[config.mk]
export PLATFORM = sky130hd
export DESIGN_NAME = gate_sweep_sequencer
export DESIGN_NICKNAME = d
export VERILOG_FILES = /design/src/rtl/gate_sweep_pkg.sv /design/src/rtl/gate_sweep_sequencer_settle_timer.sv /design/src/rtl/gate_sweep_sequencer.sv
export SDC_FILE = /design/constraint.sdc
export NUM_CORES = 1
export LEC_CHECK = 0
export ABC_AREA = 1
export CORE_ASPECT_RATIO = 2
export CORE_MARGIN = 4
export CORE_UTILIZATION = 45
export CTS_CLUSTER_DIAMETER = 150
export DETAILED_ROUTE_END_ITERATION = 10
export PLACE_DENSITY_LB_ADDON = 0.15
export REMOVE_ABC_BUFFERS = 1
export SYNTH_ARGS = -nofsm -noshare
export SYNTH_HDL_FRONTEND = slang
export SYNTH_SLANG_ARGS = --single-unit
[constraint.sdc]
create_clock -name clk -period 1.2 [get_ports clk]
set_input_delay 0.18 -clock clk [delete_from_list [all_inputs] [get_ports clk]]
set_output_delay 0.18 -clock clk [all_outputs]
set_load 0.005 [all_outputs]
[src/rtl/gate_sweep_pkg.sv]
// Shared types and constants for the gate sweep sequencer: FSM state encoding,
// settle counter width and the row-count helper.
package gate_sweep_pkg;

  typedef enum logic [2:0] {
    IDLE,
    APPLY,
    SETTLE,
    SAMPLE,
    DONE
  } state_t;

  localparam int SETTLE_W = 4;

  function automatic int rows_of(input int n_in);
    return 1 << n_in;
  endfunction

endpackage

[src/rtl/gate_sweep_sequencer_settle_timer.sv]
// Down-counter that times the settle interval; expired is high while the
// count sits at its final value so the FSM can leave on that cycle's edge.
module settle_timer
  import gate_sweep_pkg::*;
(
  input  logic                clk,
  input  logic                rst_n,
  input  logic                load,
  input  logic [SETTLE_W-1:0] load_value,
  input  logic                dec,
  output logic                expired
);

  logic [SETTLE_W-1:0] count;

  // NOTE: sequential state uses non-blocking (<=) so every register samples pre-edge values.
  always_ff @(posedge clk or negedge rst_n) begin
    if (!rst_n) begin
      count <= '0;
    end else if (load) begin
      count <= load_value;
    end else if (dec && count != '0) begin
      count <= count - 1'b1;
    end
  end

  assign expired = (count == SETTLE_W'(1));

endmodule

[src/rtl/gate_sweep_sequencer.sv]
// Walks a combinational gate through every input row, samples its output after
// a settle delay and reports per-row mismatches against a latched truth table.
module gate_sweep_sequencer
  import gate_sweep_pkg::*;
#(
  parameter int N_IN          = 2,
  parameter int SETTLE_CYCLES = 1,
  localparam int ROWS         = rows_of(N_IN)
) (
  input  logic            clk,
  input  logic            rst_n,
  input  logic            start,
  input  logic [ROWS-1:0] expected,
  output logic [N_IN-1:0] gate_in,
  input  logic            gate_out,
  output logic            busy,
  output logic            done,
  output logic            pass,
  output logic [ROWS-1:0] fail_mask,
  output logic [ROWS-1:0] observed
);

  localparam int ROW_W = (N_IN < 1) ? 1 : N_IN;
  localparam logic [ROW_W-1:0] LAST_ROW = ROW_W'(ROWS - 1);

  state_t          state, state_next;
  logic [ROW_W-1:0] row;
  logic [ROWS-1:0]  exp_q;
  logic             timer_load, timer_dec, timer_expired;
  logic             mismatch, sample_bit;

  settle_timer u_settle_timer (
    .clk        (clk),
    .rst_n      (rst_n),
    .load       (timer_load),
    .load_value (SETTLE_W'(SETTLE_CYCLES)),
    .dec        (timer_dec),
    .expired    (timer_expired)
  );

  always_ff @(posedge clk or negedge rst_n) begin
    if (!rst_n) state <= IDLE;
    else        state <= state_next;
  end

  // NOTE: every always_comb output gets a default first, otherwise an unassigned path infers a latch.
  always_comb begin
    state_next = state;
    timer_load = 1'b0;
    timer_dec  = 1'b0;
    case (state)
      IDLE:   if (start) state_next = APPLY;
      APPLY: begin
        if (SETTLE_CYCLES == 0) begin
          state_next = SAMPLE;
        end else begin
          timer_load = 1'b1;
          state_next = SETTLE;
        end
      end
      SETTLE: begin
        timer_dec = 1'b1;
        if (timer_expired) state_next = SAMPLE;
      end
      SAMPLE: state_next = (row == LAST_ROW) ? DONE : APPLY;
      DONE:   state_next = IDLE;
      default: state_next = IDLE;
    endcase
  end

  // An unknown or floating gate output is a failure and is recorded as 0.
  assign mismatch   = (gate_out !== exp_q[row]);
  assign sample_bit = (gate_out === 1'b1);

  // NOTE: exp_q is a plain register, not a memory, so it is reset like the rest of the datapath.
  always_ff @(posedge clk or negedge rst_n) begin
    if (!rst_n) begin
      gate_in   <= '0;
      pass      <= 1'b0;
      fail_mask <= '0;
      observed  <= '0;
      row       <= '0;
      exp_q     <= '0;
    end else begin
      case (state)
        IDLE: begin
          if (start) begin
            exp_q     <= expected;
            fail_mask <= '0;
            observed  <= '0;
            pass      <= 1'b0;
            row       <= '0;
            gate_in   <= '0;
          end
        end
        SAMPLE: begin
          observed[row]  <= sample_bit;
          fail_mask[row] <= mismatch;
          if (row == LAST_ROW) begin
            // Fold in the last row's result so pass is valid in the done cycle.
            pass <= ((fail_mask | (ROWS'(mismatch) << row)) == '0);
          end else begin
            row     <= row + 1'b1;
            gate_in <= N_IN'(row + 1'b1);
          end
        end
        DONE:    gate_in <= '0;
        default: ;
      endcase
    end
  end

  assign busy = (state == APPLY) || (state == SETTLE) || (state == SAMPLE);
  assign done = (state == DONE);

endmodule

After elaboration in Yosys (flattened, before gate mapping)
Index checks and enable logic that the tools add are counted.

storage, ports and cells
  bits in registers = 24
  bits of input ports = 8
  logic and storage cells = 66

cells by class
  $add $sub $neg = 2
  magnitude comparators = 2
  equal/unequal tests = 12
  shift operators = 1
  mux-type cells = 24
  bitwise logic cells = 1
  reductions and logical operators = 16

operators with widths
  cell                   count
  $pmux W4 S2            2
  $mux W4                3
  $pmux W3 S4            1
  $mux W3                3
  $reduce_and A3 Y1      3
  $bwmux W4              2
  $ne A2 B2 Y1 const B   4
  $eq A3 B2 Y1 const B   2
  $mux W1                6
  $pmux W2 S3            1
  $reduce_and A2 Y1      3
  $eq A4 B1 Y1 const B   1
  $logic_not A4 Y1       1
  $mux W2                2
  $or A4 B4 Y4           1
  $pmux W2 S2            1
  $reduce_bool A2 Y1     2
  $reduce_bool A4 Y1     1
  $shl A1 B2 Y4          1
  $sub A4 B1 Y4 const B  1
  $eq A3 B1 Y1 const B   1
  $eq A3 B3 Y1 const B   1
  $logic_not A3 Y1       1
  $lt A2 B3 Y1 const B   1
  11 further kinds       13

Depth between registers and ports, before layout
  depth after elaboration = 8
  depth in mapped cells = 8
  depth with buffers taken out = 8

Modules after synthesis
From an unflattened synthesis, not the netlist that was laid out.

second synthesis, totals
  cells, all modules = 163
  area, all modules = 1,301.2 um2

modules (own cells, without submodules)
  module                instances  cells each  area each (um2)  seq. area each (um2)
  gate_sweep_sequencer  1          126         1,019.7          500.5
  settle_timer          1          37          281.5            100.1

Least setup slack after synthesis
Ideal clock, no wire load.

  kind = flip-flop to flip-flop
  start = reg row[0]
  end = reg fail_mask[3]
  setup time = 0.118 ns
  arrival = 1.012 ns
  data required time = 1.082 ns
  path slack = 0.071 ns
  stages on the path, launching flop included = 7
  buffers on the path = 0
  clock period less this slack = 1.129 ns
  cell sequence = dfrtp_1 -> ha_1 -> nand4_1 -> nand2_1 -> inv_1 -> nand2_1 -> nand2_1

on the way
  longest elaborated chain between the ends = 6

ends and longest elaborated chain
  item                                                                line                         text
  from (decl)                                                         gate_sweep_sequencer.sv:27   logic [ROW_W-1:0] row;
  from (signal assigned)                                              gate_sweep_sequencer.sv:103  row <= row + 1'b1;
  $lt A2 B3 Y1 (implied by the code) or $ge A2 B1 Y1 (tied branches)  gate_sweep_sequencer.sv:98   fail_mask[row] <= mismatch;
  $logic_and A1 B1 Y1 (implied by the code)                           gate_sweep_sequencer.sv:98
  $mux W1 (implied by the code)                                       gate_sweep_sequencer.sv:98
  $demux W1 S2                                                        gate_sweep_sequencer.sv:98
  $bwmux W4 *                                                         gate_sweep_sequencer.sv:98
  $pmux W4 S2 *                                                       gate_sweep_sequencer.sv:85   case (state)
  to (signal, indexed assignment)                                     gate_sweep_sequencer.sv:98
  to (decl)                                                           gate_sweep_sequencer.sv:19   output logic [ROWS-1:0] fail_mask,

Every way passes the cells marked *; elsewhere a longest branch is shown, timed or not. The select of a mux whose other input is x is not followed.
A chain may end at the register's enable or synchronous reset.

Worst setup path after layout
Same ends and word-level chain as after synthesis.

==> results by group <==
Status
  – Status: complete, but fails checks
  – Violated checks: negative setup slack

Drt
  – Antenna-violating nets left: 0
  – Drt wl/cell: 13.8 µm
  – Drt via density: slightly above 5
  – Detailed Routing Iterations Pass 1: 4
  – Drt initial violations: 37
  – Drt drc: 0
  – Vias post-DR: 1168
  – Final wirelength: about 3.2 mm

Die
  – Total die area: ~0.0036 mm²
  – Core ar.: between 0.002 and 0.003 mm²
  – Die width: 44.7 µm
  – Rows: 26
  – Initial Utilization: 0.472
  – I/O pin total: 21
  – Die H: roughly 80 µm

Timing
  – Max Clk Rate: 820 MHz
  – Setup Skew: between 0.003 and 0.004 ns
  – Worst-Margin Slew: roughly 0.22 ns
  – Worst slew margin: 0.850
  – Unrepaired setup endpoints after global routing: true
  – Final Hold Fails: 0
  – Final period util: 1.02
  – Post-route setup TNS: -0.0593 ns
  – Endpoints failing setup: 7
  – Final Max Tran Viols: 0
  – Final WS setup: -0.0194 ns
  – Period minus WS final: 1.22 ns

Setup path
  – Worst reg2reg path depth: 6
  – CP Launch Type: register
  – CP peak stage delay: ~0.42 ns
  – CP Max Fanout: 5
  – Critical Path AT: approximately 1.4 ns
  – Crit-path cells: ha_2, nand4_1, nand2_1, inv_2, nand2_1, nand2_1
  – WS Path Type: reg -> reg
  – Most numerous cell on the critical path: nand2_1
  – Critical Path Slowest Stage Cell: dfrtp_1
  – Worst setup EP type: register
  – Critical Path RT: approximately 1.4 ns

Yosys
  – Post-synthesis instance total: 154
  – Synth Area per Inst: between 7 and 8 µm²
  – Synth cell types: 15
  – Sequential element share of the synthesized area: 0.495
  – #FFs+latches synth: 24
  – Total number of yosys warnings: 0
  – Yosys top cell by area: dfrtp_1
  – Area contributors post-synth: dfrtp_1 50%, nand2_1 16%, nand3_1 10%, ha_1 6.2%, inv_1 6.2%
  – Share of Yosys cell area claimed by the top area cell type: 0.495
  – Cell area after synthesis: around 0.0012 mm²

Clock tree
  – H-tree Lvls: 1
  – Clock Tree Buf Depth: 2
  – Clk Latency, worst-skew pair: 0.27 ns
  – CTS tree: built
  – Clock Sink Count: 24
  – Clock-pin slew on the worst setup and hold paths: 0.08 ns
  – Num CTS Buffers: 3
  – Root Driver: clkbuf_8

Final layout
  – Ant. Diodes: 0
  – Final nets: ~220
  – Final core occ: 0.710
  – Most common cell after layout, fill and taps aside: nand2_1
  – Area growth from synthesis to layout: 50.5%
  – Share of cells above drive strength 1: 0.347
  – Leading cell types in the layout, fill and taps excluded: 43 x nand2_1, 24 x dfrtp_1, 23 x buf_4
  – Final Cell Area: between 0.0015 and 0.002 mm²

Placement
  – IO Port Bufs: 20
  – Placed instance area: between 0.0015 and 0.002 mm²
  – Gpl congestion: ~0.84
  – Dpl hpwl: 2.14 mm

GRT
  – Grt total ovfl: 0
  – GRT Total Usage: 0.192
  – Vias in the first global route: around 1300
  – Initial antenna violation count: 0
  – Pin count of the biggest net entering global routing: 25
  – First-pass GRT wire length: roughly 5.3 mm

Job
  – # Max-Cap Violations: 0

Pwr
  – Max VDD drop: around 1400 µV
  – Pwr Total: roughly 4.6 mW
  – Leakage: between 1 and 1.5 nW
  – P per Cell Area: 2520 mW/mm²

Worst hold path
  – HP Class: in -> async
-- per-layer routing --
metal / global-route usage / up-vias / part of all wire
met4: 0.0695 / 0 / 0.020
met1: 0.183 / 563 / 0.35
met5: 0 / - / 0
met2: 0.388 / 19 / 0.61
met3: 0.0222 / 7 / 0.015
li1: - / 579 / -
-- critical path, delay by kind of cell (launching register included) --
family / cells / cell delay, ns
simple gates: 4 / 0.45
flops: 1 / 0.42
fa+ha+maj: 1 / 0.20
buf+inv: 1 / 0.05
-- what timing repair did --
action / in CTS / in global routing
setup buffers: 10 / 5
setup endpoints to repair: 26 / 23
hold buffers: 0 / 0
pin swaps: 9 / 5
resized for setup: 41 / 24
-- cells in the mapped netlist (all sizes together) --
cell and n:
nand2 54, nand3 25, dfrtp 24, inv 23, nor2 10, ha 6
o21ai 6, nand4 2, o22ai 2, buf 1, xor2 1
-- logic make-up (layout without fill, tap and decap cells) --
kind of cell             after synthesis  after routing  synth area share
buffers and inverters                 24             72            0.0805
AND/OR/NAND/NOR                       91             91             0.320
AO/OA/AOI/OAI                          8              8            0.0351
flip-flops                            24             24             0.495
XOR/XNOR                               1              1           0.00723
adder cells (fa/ha/maj)                6              6            0.0619
-- power breakdown --
part           switching [mW]  internal (mW)
clock                   0.258          0.293
combinational            1.51           1.20
sequential              0.195           1.14
-- registers in the layout, indices dropped and copies added (netlist names) --
name                  count
observed                  4
u_settle_timer.count      4
fail_mask                 4
exp_q                     4
state                     3
gate_in                   2
pass                      1
row                       2
-- stage by stage --
step	setup slack, ns	std cells	hold WS [ns]
floorplan	0.0707	153	-0.116
global placement	-0.0796	213	0.455
detailed placement	-0.111	213	0.466
CTS	-0.0379	227	0.265
global route	-0.128	230	0.274
finish	-0.0194	230	0.264
-- layout make-up --
type / count / area, µm²
inverter: 23 / 101
sequential: 24 / 601
timing repair buffer: 45 / 380
fill: 205 / 746
tap: 28 / 35.0
clock buffer: 4 / 55.1
multi-input combinational: 106 / 652
-- final timing paths --
| kind | startpoint | endpoint | slack [ns] |
|---|---|---|---|
| max in group asynchronous | rst_n | exp_q[3] | 0.79 |
| setup reg to reg | row[0] | fail_mask[3] | -0.02 |
| min in group clk | expected[3] | exp_q[3] | 0.44 |
| setup / recovery | row[0] | fail_mask[3] | -0.02 |
| hold / removal | rst_n | state[0] | 0.26 |
| hold reg to reg | gate_in[0] | gate_in[0] | 0.48 |
No activity file was read; power rests on OpenSTA's default activity.
==> RTL edit: new RTL, same flow settings <==
Encoding of `state_t`: now one-hot (5 bits for 5 states).
--- a/src/rtl/gate_sweep_pkg.sv
+++ b/src/rtl/gate_sweep_pkg.sv
@@ -4,8 +4,8 @@
 
-  typedef enum logic [2:0] {
-    IDLE,
-    APPLY,
-    SETTLE,
-    SAMPLE,
-    DONE
+  typedef enum logic [4:0] {
+    IDLE   = 5'b00001,
+    APPLY  = 5'b00010,
+    SETTLE = 5'b00100,
+    SAMPLE = 5'b01000,
+    DONE   = 5'b10000
   } state_t;
Formal check against the unedited RTL: no difference found for any inputs over 10 cycles, from zero or initial values and one cycle with rst_n low; not proved beyond that.
==> RTL edit against the original RTL <==
Sequential share of layout area down 4.7 points; cell area up 27%; sequential cell count up 2; non-clock buffer count up 30; largest power group unchanged; synthesized area up 14%; routed wire length up 31%; first-iteration DRC count down 59%; worst setup slack worse by 0.37 ns; register-to-register slack worse by 0.28 ns; total power down 4.2%; the run still ends with negative setup slack left.
==> RTL edit: results (changes against the original RTL) <==
detailed_routing:
  wl_met3_um: 124  # +150%
  vias_per_cell: 5.266  # +3.7%
  wl_met2_mm: 2.453  # +27%
  wl_met1_mm: 1.383  # +24%
  routedWlPerCell_um: 15.07  # +9.6%
  drt_iter0_drc: 15  # -59%
  routed_wl_mm: 4.128  # +31%
finish:
  drive_gt1_share_pct: 47.95  # +13 points
  fillers: 209  # +2.0%
  multi_input_area_um2: 848.3  # +30%
  layout.nets: 259  # +19%
power_and_ir_drop:
  vdd_drop_max_v: 0.001449  # +1.4%
  leakage_nw: 1.235  # +20%
worst_setup_path:
  cp_max_fo: 2  # -3
  crit_arrival_ns: 1.41  # +0.02 ns
synthesis:
  synth_cell_type_count: 22  # +7
  ys_seq_area_share_pct: 47.19  # -2.3 points
  syn_inst: 165  # +7.1%
  synthTopCellsByCount: "nand2_1, nand3_1, dfrtp_1"
  synth_area_leaders: "dfrtp_1, nand2_1, nand3_1, inv_1, ha_1"
global_route:
  grt_first_pass_wirelength_mm: 6.713  # +28%
  grt_max_degree: 15  # -40%
  grt_pass1_vias: 1564  # +21%
place:
  gp_congestion: 0.8322  # -0.42%
  dp.cells: 251  # +18%
  post-dp-hpwl_mm: 2.722  # +27%
run_status:
  violations: "negative setup slack"
  outcome: "finished, violations left"
clock_network:
  cts_buffers: 3  # unchanged
sta:
  worst_clock_skew_ns: 0.001862  # -0.001850 ns
  slew_headroom_pct: 78.91  # -6.0 points
  fin_tns_setup_ns: -6.082  # -6.023 ns
  setup_viol_count_final: 27  # +20
  worst_slack_ns: -0.3914  # -0.3720 ns
==> RTL edit: changes by cell type in the layout (fill, tap and decap cells not counted), sizes merged, moves of 3 or more <==
cell and delta:
buf +30, nand3 +6, nand2 -5, o21ai +5
nor3 +3
==> RTL edit: repair_timing <==
item                       CTS  global route
hold buffers                 0             0
resized for setup           64            27
hold endpoints to repair     0             0
setup endpoints to repair   38            28
setup buffers               19             5
pin swaps                   19            18
gates cloned                 0             0
==> RTL edit: final cells by class <==
type / instances / share of cell area [%]
repair buffers: 75 / 27.17
clock buffers: 4 / 2.372
multi-input cells: 115 / 36.55
inverters: 24 / 4.097
flip-flops and latches: 26 / 28.19
well taps: 30 / 1.617
==> RTL edit: final timing paths <==
kind                                            from                        to  cells after the start
worst max-delay path            state[0]$_DFFE_PN1P_                      busy                      5
worst min-delay path                           rst_n      state[3]$_DFFE_PN0P_                      1
worst max register to register  state[0]$_DFFE_PN1P_   observed[3]$_DFFE_PN0P_                      8
worst min register to register  exp_q[0]$_DFFE_PN0P_      exp_q[0]$_DFFE_PN0P_                      2
max in group asynchronous                      rst_n  fail_mask[3]$_DFFE_PN0P_                      2
min in group clk                         expected[1]      exp_q[1]$_DFFE_PN0P_                      3
==> RTL edit: logic make-up (layout without fill, tap and decap cells) <==
group,Yosys count,after routing,synth area share (%)
XOR/XNOR,1,1,0.6342
AO/OA/AOI/OAI,13,13,4.982
buffers and inverters,24,103,6.522
flip-flops,26,26,47.19
adder cells (fa/ha/maj),6,6,5.435
AND/OR/NAND/NOR,95,95,35.24
==> RTL edit: report_power, final <==
part / switching (mW) / leakage, nW / internal [mW]
Sequential: 0.158 / 0.344 / 1.08
Clock: 0.290 / 0.0288 / 0.294
Combinational: 1.39 / 0.863 / 1.19
==> RTL edit: metrics by stage <==
stage                     hold WS (ns)  setup WS [ns]  power [mW]  instance area, um2
final                           0.1507        -0.3914       4.403                2321
after global routing            0.1665        -0.4503       4.699                2321
after CTS                       0.1401        -0.3016       4.084                2200
after global placement          0.4440        -0.2928       2.900                1889
after detailed placement        0.4403        -0.3292       2.953                1889
after floorplan                -0.1156       0.006820       2.178                1381
==> RTL edit: worst max-delay path: stages (launching register included) <==
cell	delay, ns
dfstp_2	0.57
buf_6	0.12
inv_4	0.03
nand4_1	0.14
nand3_2	0.12
buf_2	0.15
==> RTL edit: per-layer routing <==
metal / up-vias / track usage, %
met5: - / 0
met4: 0 / 11.84
met3: 17 / 2.911
li1: 691 / -
met2: 34 / 42.87
met1: 701 / 21.33
